===== src/rtl/four_bit_serial_pkg.sv =====
// Shared definitions for the bit-serial adder/subtractor: FSM state
// encoding and the default operand width.
package four_bit_serial_pkg;

  localparam int DEFAULT_WIDTH = 4;

  typedef enum logic [1:0] {
    IDLE = 2'd0,
    RUN  = 2'd1,
    DONE = 2'd2
  } state_t;

endpackage : four_bit_serial_pkg


===== src/rtl/full_adder.sv =====
// Single-bit full adder. This is the only arithmetic element in the serial
// datapath. One operand bit pair is consumed each cycle.
module full_adder (
  input  logic A_i,
  input  logic B_i,
  input  logic C_i,
  output logic S_o,
  output logic C_o
);

  // Sum and majority-carry of the three input bits.
  always_comb begin
    S_o = A_i ^ B_i ^ C_i;
    C_o = (A_i & B_i) | (A_i & C_i) | (B_i & C_i);
  end

endmodule : full_adder


===== src/rtl/four_bit_serial_add_sub.sv =====
// Bit-serial adder/subtractor with valid/ready handshakes on both sides.
// An accepted request is processed LSB first, one bit per cycle, through a
// single full adder. The result is presented until the consumer takes it.
// Subtraction is A + ~B + ~C_i. The inversion of B and of the carry-in is
// applied once, when the request is accepted, so the serial loop is the
// same for both operations.
module four_bit_serial_add_sub
  import four_bit_serial_pkg::*;
#(
  parameter int WIDTH = DEFAULT_WIDTH
) (
  input  logic             clk_i,
  input  logic             rst_i,
  input  logic             valid_i,
  output logic             ready_o,
  input  logic [WIDTH-1:0] A_i,
  input  logic [WIDTH-1:0] B_i,
  input  logic             C_i,
  input  logic             SUB_i,
  output logic             valid_o,
  input  logic             ready_i,
  output logic [WIDTH-1:0] S_o,
  output logic             C_o,
  output logic             V_o
);

  localparam int               CNT_W    = (WIDTH > 1) ? $clog2(WIDTH) : 1;
  localparam logic [CNT_W-1:0] LAST_BIT = CNT_W'(WIDTH - 1);
  localparam logic [CNT_W-1:0] CNT_ONE  = CNT_W'(1);

  state_t state;
  state_t next_state;

  logic [CNT_W-1:0] bit_cnt;
  logic [WIDTH-1:0] a_q;      // remaining bits of A, consumed from bit 0
  logic [WIDTH-1:0] b_q;      // remaining bits of the effective B
  logic [WIDTH-1:0] s_q;      // result, filled from the MSB end
  logic             sub_q;
  logic             carry_q;  // carry into the bit being processed
  logic             c_q;
  logic             v_q;

  logic             fa_sum;
  logic             fa_cout;
  logic             last_bit;

  assign last_bit = (bit_cnt == LAST_BIT);

  full_adder u_full_adder (
    .A_i (a_q[0]),
    .B_i (b_q[0]),
    .C_i (carry_q),
    .S_o (fa_sum),
    .C_o (fa_cout)
  );

  // State register. Reset takes priority over any handshake on the same edge.
  always_ff @(posedge clk_i) begin
    // NOTE: sequential state uses non-blocking assignments only. Every flop
    // then samples values from before the edge, regardless of block order.
    if (rst_i) begin
      state <= IDLE;
    end else begin
      state <= next_state;
    end
  end

  // Next-state logic. The handshake outputs are decoded from the state
  // register alone, so no input reaches them combinationally.
  always_comb begin
    // NOTE: each output gets a default before the case. This way no path
    // leaves a variable unassigned, and no latch is inferred.
    next_state = state;
    ready_o    = 1'b0;
    valid_o    = 1'b0;
    case (state)
      IDLE: begin
        ready_o = 1'b1;
        if (valid_i) begin
          next_state = RUN;
        end
      end
      RUN: begin
        if (last_bit) begin
          next_state = DONE;
        end
      end
      DONE: begin
        valid_o = 1'b1;
        if (ready_i) begin
          next_state = IDLE;
        end
      end
      default: begin
        next_state = IDLE;
      end
    endcase
  end

  // Datapath: capture the operands on accept, then run one serial step per
  // RUN cycle. The flags are committed on the final bit.
  always_ff @(posedge clk_i) begin
    // NOTE: only registers that are visible at the outputs, plus the bit
    // counter, are reset. The operand and carry registers are always loaded
    // on accept before they are used, so resetting them would add nothing.
    if (rst_i) begin
      bit_cnt <= '0;
      s_q     <= '0;
      c_q     <= 1'b0;
      v_q     <= 1'b0;
    end else begin
      case (state)
        IDLE: begin
          if (valid_i) begin
            a_q     <= A_i;
            b_q     <= B_i ^ {WIDTH{SUB_i}};
            carry_q <= C_i ^ SUB_i;
            sub_q   <= SUB_i;
            bit_cnt <= '0;
          end
        end
        RUN: begin
          a_q     <= a_q >> 1;
          b_q     <= b_q >> 1;
          carry_q <= fa_cout;
          s_q     <= {fa_sum, s_q[WIDTH-1:1]};
          bit_cnt <= bit_cnt + CNT_ONE;
          if (last_bit) begin
            // A subtract reports a borrow, which is the inverted final carry.
            c_q <= fa_cout ^ sub_q;
            // Overflow compares the carry into the MSB with the carry out of it.
            v_q <= carry_q ^ fa_cout;
          end
        end
        default: begin
        end
      endcase
    end
  end

  assign S_o = s_q;
  assign C_o = c_q;
  assign V_o = v_q;

endmodule : four_bit_serial_add_sub


===== config.mk =====
export PLATFORM = sky130hd
export DESIGN_NAME = four_bit_serial_add_sub
export DESIGN_NICKNAME = d
export VERILOG_FILES = /design/src/rtl/four_bit_serial_pkg.sv /design/src/rtl/full_adder.sv /design/src/rtl/four_bit_serial_add_sub.sv
export SDC_FILE = /design/constraint.sdc
export NUM_CORES = 1
export LEC_CHECK = 0
export CAP_MARGIN = 20
export CELL_PAD_IN_SITES_DETAIL_PLACEMENT = 1
export CELL_PAD_IN_SITES_GLOBAL_PLACEMENT = 2
export CORE_ASPECT_RATIO = 1.4
export CORE_UTILIZATION = 33
export DETAILED_ROUTE_END_ITERATION = 10
export PLACE_DENSITY = 0.86
export SYNTH_ARGS = -nofsm -noshare
export SYNTH_HDL_FRONTEND = slang
export SYNTH_SLANG_ARGS = --single-unit

===== constraint.sdc =====
create_clock -name clk_i -period 2.8 [get_ports clk_i]
set_input_delay 0.42 -clock clk_i [delete_from_list [all_inputs] [get_ports clk_i]]
set_output_delay 0.42 -clock clk_i [all_outputs]
set_load 0.05 [all_outputs]

==> results of run 1 <==
cell families (layout without fill, tap and decap cells):
kind of cell	after synthesis	count (layout)	synth area share, %
flip-flops	20	20	55.2
AND/OR/NAND/NOR	19	19	10.3
AO/OA/AOI/OAI	12	12	9.65
multiplexers	8	8	9.24
XOR/XNOR	7	7	6.76
buffers and inverters	6	27	5.24
adder cells (fa/ha/maj)	2	2	3.59
sequential cells by signal, indices dropped and copies added (netlist names):
register  cells
state         2
bit_cnt       2
sub_q         1
S_o           4
C_o           1
a_q           4
V_o           1
carry_q       1
b_q           4
placed cells by master (no fill, tap or decap):
master	n
mux2i_1	5
clkdlybuf4s50_1	21
mux2_2	3
and2b_1	1
nor4b_1	1
buf_4	1
xnor2_1	7
fa_1	1
a21oi_2	1
a311oi_2	1
nor2b_1	1
edfxtp_1	10
dfxtp_1	10
nor2b_4	1
nor3_1	1
o21bai_1	1
a311oi_1	1
ha_1	1
clkbuf_4	3
clkbuf_16	1
a21oi_1	1
nor2_1	10
o21ai_0	4
a21boi_0	1
inv_1	1
a22oi_1	2
nand2_1	4
worst paths after layout:
kind                         end             startpoint
min reg2reg  S_o[0]$_SDFFE_PP0N_    S_o[0]$_SDFFE_PP0N_
min          S_o[0]$_SDFFE_PP0N_    S_o[0]$_SDFFE_PP0N_
max                      valid_o  state[1]$_SDFFE_PP0P_
max reg2reg     a_q[0]$_DFFE_PP_  state[0]$_SDFFE_PP0P_
per-layer routing:
layer	track usage, %	vias up
li1	-	300
met1	14.1	276
met2	19.4	16
met3	3.39	2
met4	7.72	0
met5	0	-
through the flow:
step / total power (uW) / std cells
6_report: 628 / 131
5_1_grt: 654 / 131
4_1_cts: 639 / 131
3_5_place_dp: 438 / 127
3_3_place_gp: 434 / 127
2_1_floorplan: 406 / 74
critical path: cells and delay by family, from the launching register on:
family	cells	cell delay, ns
simple gates	1	0.18
buf+inv	1	0.81
flops	1	0.46
layout make-up:
cell class | count | area [um^2]
inverter | 1 | 3.75
tap | 36 | 45.0
timing repair buffer | 22 | 218
clock buffer | 4 | 47.5
sequential | 20 | 500
multi-input combinational | 48 | 359
fill | 294 | 1440
power groups by stage:
stage	registers, uW	clock network [uW]	logic, uW
final	335	199	94.1
after global routing	337	214	104
after CTS	335	207	96.3
after detailed placement	342	0	96.0
after global placement	341	0	93.8
after floorplan	348	0	58.2
==> impl_metrics.py, run 1 <==
metrics = {
    "outcome": {
        "status": "complete, no violations",
    },
    "drt": {
        "routed_wirelength_um": 1540,
        "drtAntennaViolNets": 0,
        "dr_wl_met2_um": 839,
        "drtPass1Iterations": 4,
        "highest_layer": "met4",
        "met1_length_um": 647,
        "wl_met3_um": 40,
        "via_per_inst": 4.53,
        "drtIter0Drc": 11,
        "drt-wirelength-per-cell_um": 11.7,
        "drc": 0,
        "via_count": 594,
    },
    "die": {
        "ioPinCount": 22,
        "chipHeight_um": 64.0,
        "die-area_um2": 2970,
        "start_util_pct": 34.7,
        "core-area_um2": 2620,
        "rows": 22,
        "die_w_um": 46.3,
    },
    "logic_synthesis": {
        "avgSynthCellArea_um2": 12.3,
        "synth_area_leader_cell": "edfxtp_1",
        "yosys_warnings": 0,
        "dominantRegCellSynth": "edfxtp_1",
        "synthTopCellsByCount": "10 x dfxtp_1, 10 x edfxtp_1, 10 x nor2_1",
        "ys_seq_elements": 20,
        "ys_seq_area_share_pct": 55.2,
        "synth.distinct_cells": 28,
        "synth-edff-count": 10,
        "syn-num-nets": 90,
        "ys_async_sr_fraction_pct": 0,
        "ys_top_cells_by_area": "edfxtp_1 33%, dfxtp_1 22%, xnor2_1 6.8%",
        "synth.top_cell.area_share_pct": 33.1,
        "syn_inst": 74,
        "netlist_area_um2": 907,
    },
    "critical_path": {
        "cp_slowest_cell": "clkdlybuf4s50_1",
        "criticalPathCategory": "flop to primary output",
        "cp-end-kind": "primary output",
        "max_stage_delay_ns": 0.81,
        "worst-r2r-setup-slack_ns": 1.12,
        "arrival_ns": 1.75,
        "ff2ff_path_depth": 2,
        "path_max_fanout": 6,
        "startpoint_type": "flop",
        "worst-endpoint-required_ns": 2.38,
        "crit_path_cell_trace": "and2b_1 -> clkdlybuf4s50_1",
    },
    "worst_hold_path": {
        "holdPathStages": 2,
        "hp-class": "flop to flop",
    },
    "timing": {
        "hold_violations": 0,
        "worst_pin_slew_ns": 0.598,
        "hold_slack_ns": 0.506,
        "slew_viol_final": 0,
        "post-route-period-util_pct": 77.6,
        "fin_skew_ns": 0.00701,
        "setup_ws_ns": 0.627,
        "rsz0062_at_grt": "no",
        "min_period_ns": 2.17,
        "setup_viol": 0,
        "max_freq_ghz": 0.460,
        "fin_tns_setup_ns": 0,
        "slew_headroom_pct": 60.0,
    },
    "pwr": {
        "pwr-share-clk_pct": 31.7,
        "p_leak_uw": 0.000413,
        "power_density_nw_per_um2": 535,
        "ir_drop_mv": 0.253,
        "sequentialPowerShare_pct": 53.3,
        "swShare_pct": 23.1,
        "combPwrFrac_pct": 15.0,
        "p_sw_uw": 145,
        "intPower_uw": 483,
    },
    "cells_and_area": {
        "antennaDiodeCount": 0,
        "fin_nets": 112,
        "fin_area_um2": 1170,
        "drive_above_1_share_pct": 11.6,
        "syn_to_final_growth_pct": 29.4,
        "utilization_pct": 44.9,
    },
    "clock_tree": {
        "clk_latency_ns": 0.31,
        "clkSinkCount": 20,
        "postCtsHoldBufs": 0,
        "cts_buffers": 3,
        "cts-root-buf": "clkbuf_4",
        "cts_buffer_depth": 2,
        "post_cts_buffers": 0,
        "tritoncts": "done",
        "path_clk_slew_ns": 0.12,
        "cts_max_level": 1,
        "cts_resized": 0,
    },
    "placed_design": {
        "dp_slack_ns": 0.908,
        "io_buffers": 21,
        "gp_congestion": 0.701,
        "placed_cell_area_um2": 1130,
    },
    "grt": {
        "grt_max_degree": 25,
        "grt_antenna_before_repair": 0,
        "grt_pass1_vias": 578,
        "grtUsageTotal_pct": 12.4,
        "grt_pass1_wl_um": 2530,
        "overflow": 0,
    },
    "run": {
        "drv_cap": 0,
    },
}
No activity file was read; power rests on OpenSTA's default activity.
==> inputs of run 2 (changes only) <==
--- a/config.mk
+++ b/config.mk
@@ -9,9 +9,9 @@
 export CELL_PAD_IN_SITES_DETAIL_PLACEMENT = 1
 export CELL_PAD_IN_SITES_GLOBAL_PLACEMENT = 2
 export CORE_ASPECT_RATIO = 1.4
-export CORE_UTILIZATION = 33
+export CORE_UTILIZATION = 31
 export DETAILED_ROUTE_END_ITERATION = 10
-export PLACE_DENSITY = 0.86
+export PLACE_DENSITY = 0.82
 export SYNTH_ARGS = -nofsm -noshare
 export SYNTH_HDL_FRONTEND = slang
 export SYNTH_SLANG_ARGS = --single-unit
==> constraint.sdc (replaced) <==
create_clock -name clk_i -period 2.2 [get_ports clk_i]
set_input_delay 0.33 -clock clk_i [delete_from_list [all_inputs] [get_ports clk_i]]
set_output_delay 0.33 -clock clk_i [all_outputs]
set_load 0.05 [all_outputs]
==> impl_metrics.py, run 2 (synthesis gave the netlist of run 1 again) <==
metrics = {
    "die": {
        "ioPinCount": 22,
        "rows": 22,
        "core-area_um2": 2700,
        "chipHeight_um": 66.0,
        "die_w_um": 47.7,
        "die-area_um2": 3150,
        "start_util_pct": 33.6,
    },
    "critical_path": {
        "arrival_ns": 1.75,
        "startpoint_type": "flop",
        "cp-end-kind": "primary output",
        "path_max_fanout": 6,
        "worst-endpoint-required_ns": 1.87,
        "criticalPathCategory": "flop to primary output",
    },
    "grt": {
        "grt_pass1_wl_um": 2620,
        "grtUsageTotal_pct": 11.9,
        "grt_pass1_vias": 600,
        "grt_max_degree": 14,
        "overflow": 0,
        "grt_antenna_before_repair": 0,
    },
    "run": {
        "drv_cap": 0,
    },
    "clock_tree": {
        "tritoncts": "done",
        "path_clk_slew_ns": 0.11,
        "cts_buffer_depth": 2,
        "clk_latency_ns": 0.29,
        "post_cts_buffers": 0,
        "cts-root-buf": "clkbuf_4",
        "clkSinkCount": 20,
        "cts_resized": 0,
        "postCtsHoldBufs": 0,
        "cts_max_level": 1,
        "cts_buffers": 3,
    },
    "pwr": {
        "intPower_uw": 579,
        "p_leak_uw": 0.000413,
        "swShare_pct": 23.8,
        "pwr-share-clk_pct": 27.7,
        "p_sw_uw": 181,
        "combPwrFrac_pct": 16.1,
        "power_density_nw_per_um2": 649,
        "ir_drop_mv": 0.329,
        "sequentialPowerShare_pct": 56.2,
    },
    "cells_and_area": {
        "fin_nets": 113,
        "fin_area_um2": 1170,
        "drive_above_1_share_pct": 12.5,
        "layout_commonest_cell": "clkdlybuf4s50_1",
        "syn_to_final_growth_pct": 29.0,
        "final_cell_mix": "21 x clkdlybuf4s50_1, 10 x dfxtp_1, 10 x nor2_1, 10 x edfxtp_1, 7 x xnor2_1",
        "utilization_pct": 43.4,
        "final_cells": 132,
        "antennaDiodeCount": 0,
    },
    "drt": {
        "drt-wirelength-per-cell_um": 11.8,
        "drtIter0Drc": 7,
        "via_count": 613,
        "drc": 0,
        "routed_wirelength_um": 1560,
        "drtPass1Iterations": 2,
        "via_per_inst": 4.64,
        "drtAntennaViolNets": 0,
    },
    "placed_design": {
        "dp_cells": 128,
        "gp_congestion": 0.713,
        "io_buffers": 21,
        "dpl.hpwl_um": 1230,
        "placed_cell_area_um2": 1130,
    },
    "outcome": {
        "status": "complete, no violations",
    },
    "timing": {
        "post-route-period-util_pct": 94.6,
        "worst_pin_slew_ns": 0.495,
        "slew_viol_final": 0,
        "hold_violations": 0,
        "fin_tns_setup_ns": 0,
        "setup_viol": 0,
        "max_freq_ghz": 0.480,
        "slew_headroom_pct": 66.9,
        "fin_skew_ns": 0.000871,
        "rsz0062_at_grt": "no",
        "min_period_ns": 2.08,
    },
    "worst_hold_path": {
        "hp-class": "flop to flop",
    },
}
[run 2: through the flow]
| step | total power, uW | setup WS (ns) | hold slack (ns) |
|---|---|---|---|
| after floorplan | 517 | 0.669 | 0.429 |
| after global placement | 554 | 0.464 | 0.485 |
| after detailed placement | 561 | 0.457 | 0.482 |
| after CTS | 772 | 0.0930 | 0.510 |
| after global routing | 801 | 0.0187 | 0.558 |
| final | 759 | 0.118 | 0.501 |
[run 2: final timing paths]
| kind | cells past startpoint | end | start | slack [ns] |
|---|---|---|---|---|
| worst max-delay path | 2 | valid_o | state[1]$_SDFFE_PP0P_ | 0.12 |
| worst min-delay path | 2 | S_o[0]$_SDFFE_PP0N_ | S_o[0]$_SDFFE_PP0N_ | 0.50 |
| worst min register to register | 2 | S_o[0]$_SDFFE_PP0N_ | S_o[0]$_SDFFE_PP0N_ | 0.50 |
| worst max register to register | 3 | b_q[2]$_DFFE_PP_ | state[0]$_SDFFE_PP0P_ | 0.71 |
[run 2: power by group through the flow]
stage	registers, uW	clock network, uW	logic (uW)
2_1_floorplan	443	0	74.1
5_1_grt	429	237	135
6_report	427	210	122
3_3_place_gp	434	0	120
3_5_place_dp	436	0	125
4_1_cts	427	220	125
[run 2: area by class of cell]
class	instances	area, um^2
Clock buffer	4	36.3
Fill cell	316	1530
Inverter	1	3.75
Multi-Input combinational cell	48	359
Sequential cell	20	500
Tap cell	36	45.0
Timing Repair Buffer	23	225
[run 2: worst max-delay path, cell delays in order, from the launching register on]
cell             delay, ns
dfxtp_1               0.47
and2b_1               0.19
clkdlybuf4s50_1       0.80
[run 2: metal layers]
layer / share of wire [%] / up-vias / GRT usage [%]
li1: - / 302 / -
met1: 39 / 293 / 13.1
met2: 56 / 16 / 20.8
met3: 4.0 / 2 / 2.46
met4: 1.0 / 0 / 5.21
met5: 0 / - / 0
==> inputs of run 3 (changes only) <==
--- a/config.mk
+++ b/config.mk
@@ -12,6 +12,8 @@
 export CORE_UTILIZATION = 31
 export DETAILED_ROUTE_END_ITERATION = 10
 export PLACE_DENSITY = 0.82
+export SKIP_LAST_GASP = 1
+export SLEW_MARGIN = 20
 export SYNTH_ARGS = -nofsm -noshare
 export SYNTH_HDL_FRONTEND = slang
 export SYNTH_SLANG_ARGS = --single-unit
==> results of run 3 <==
The final DEF is identical to that of run 2; final timing and power are the same.
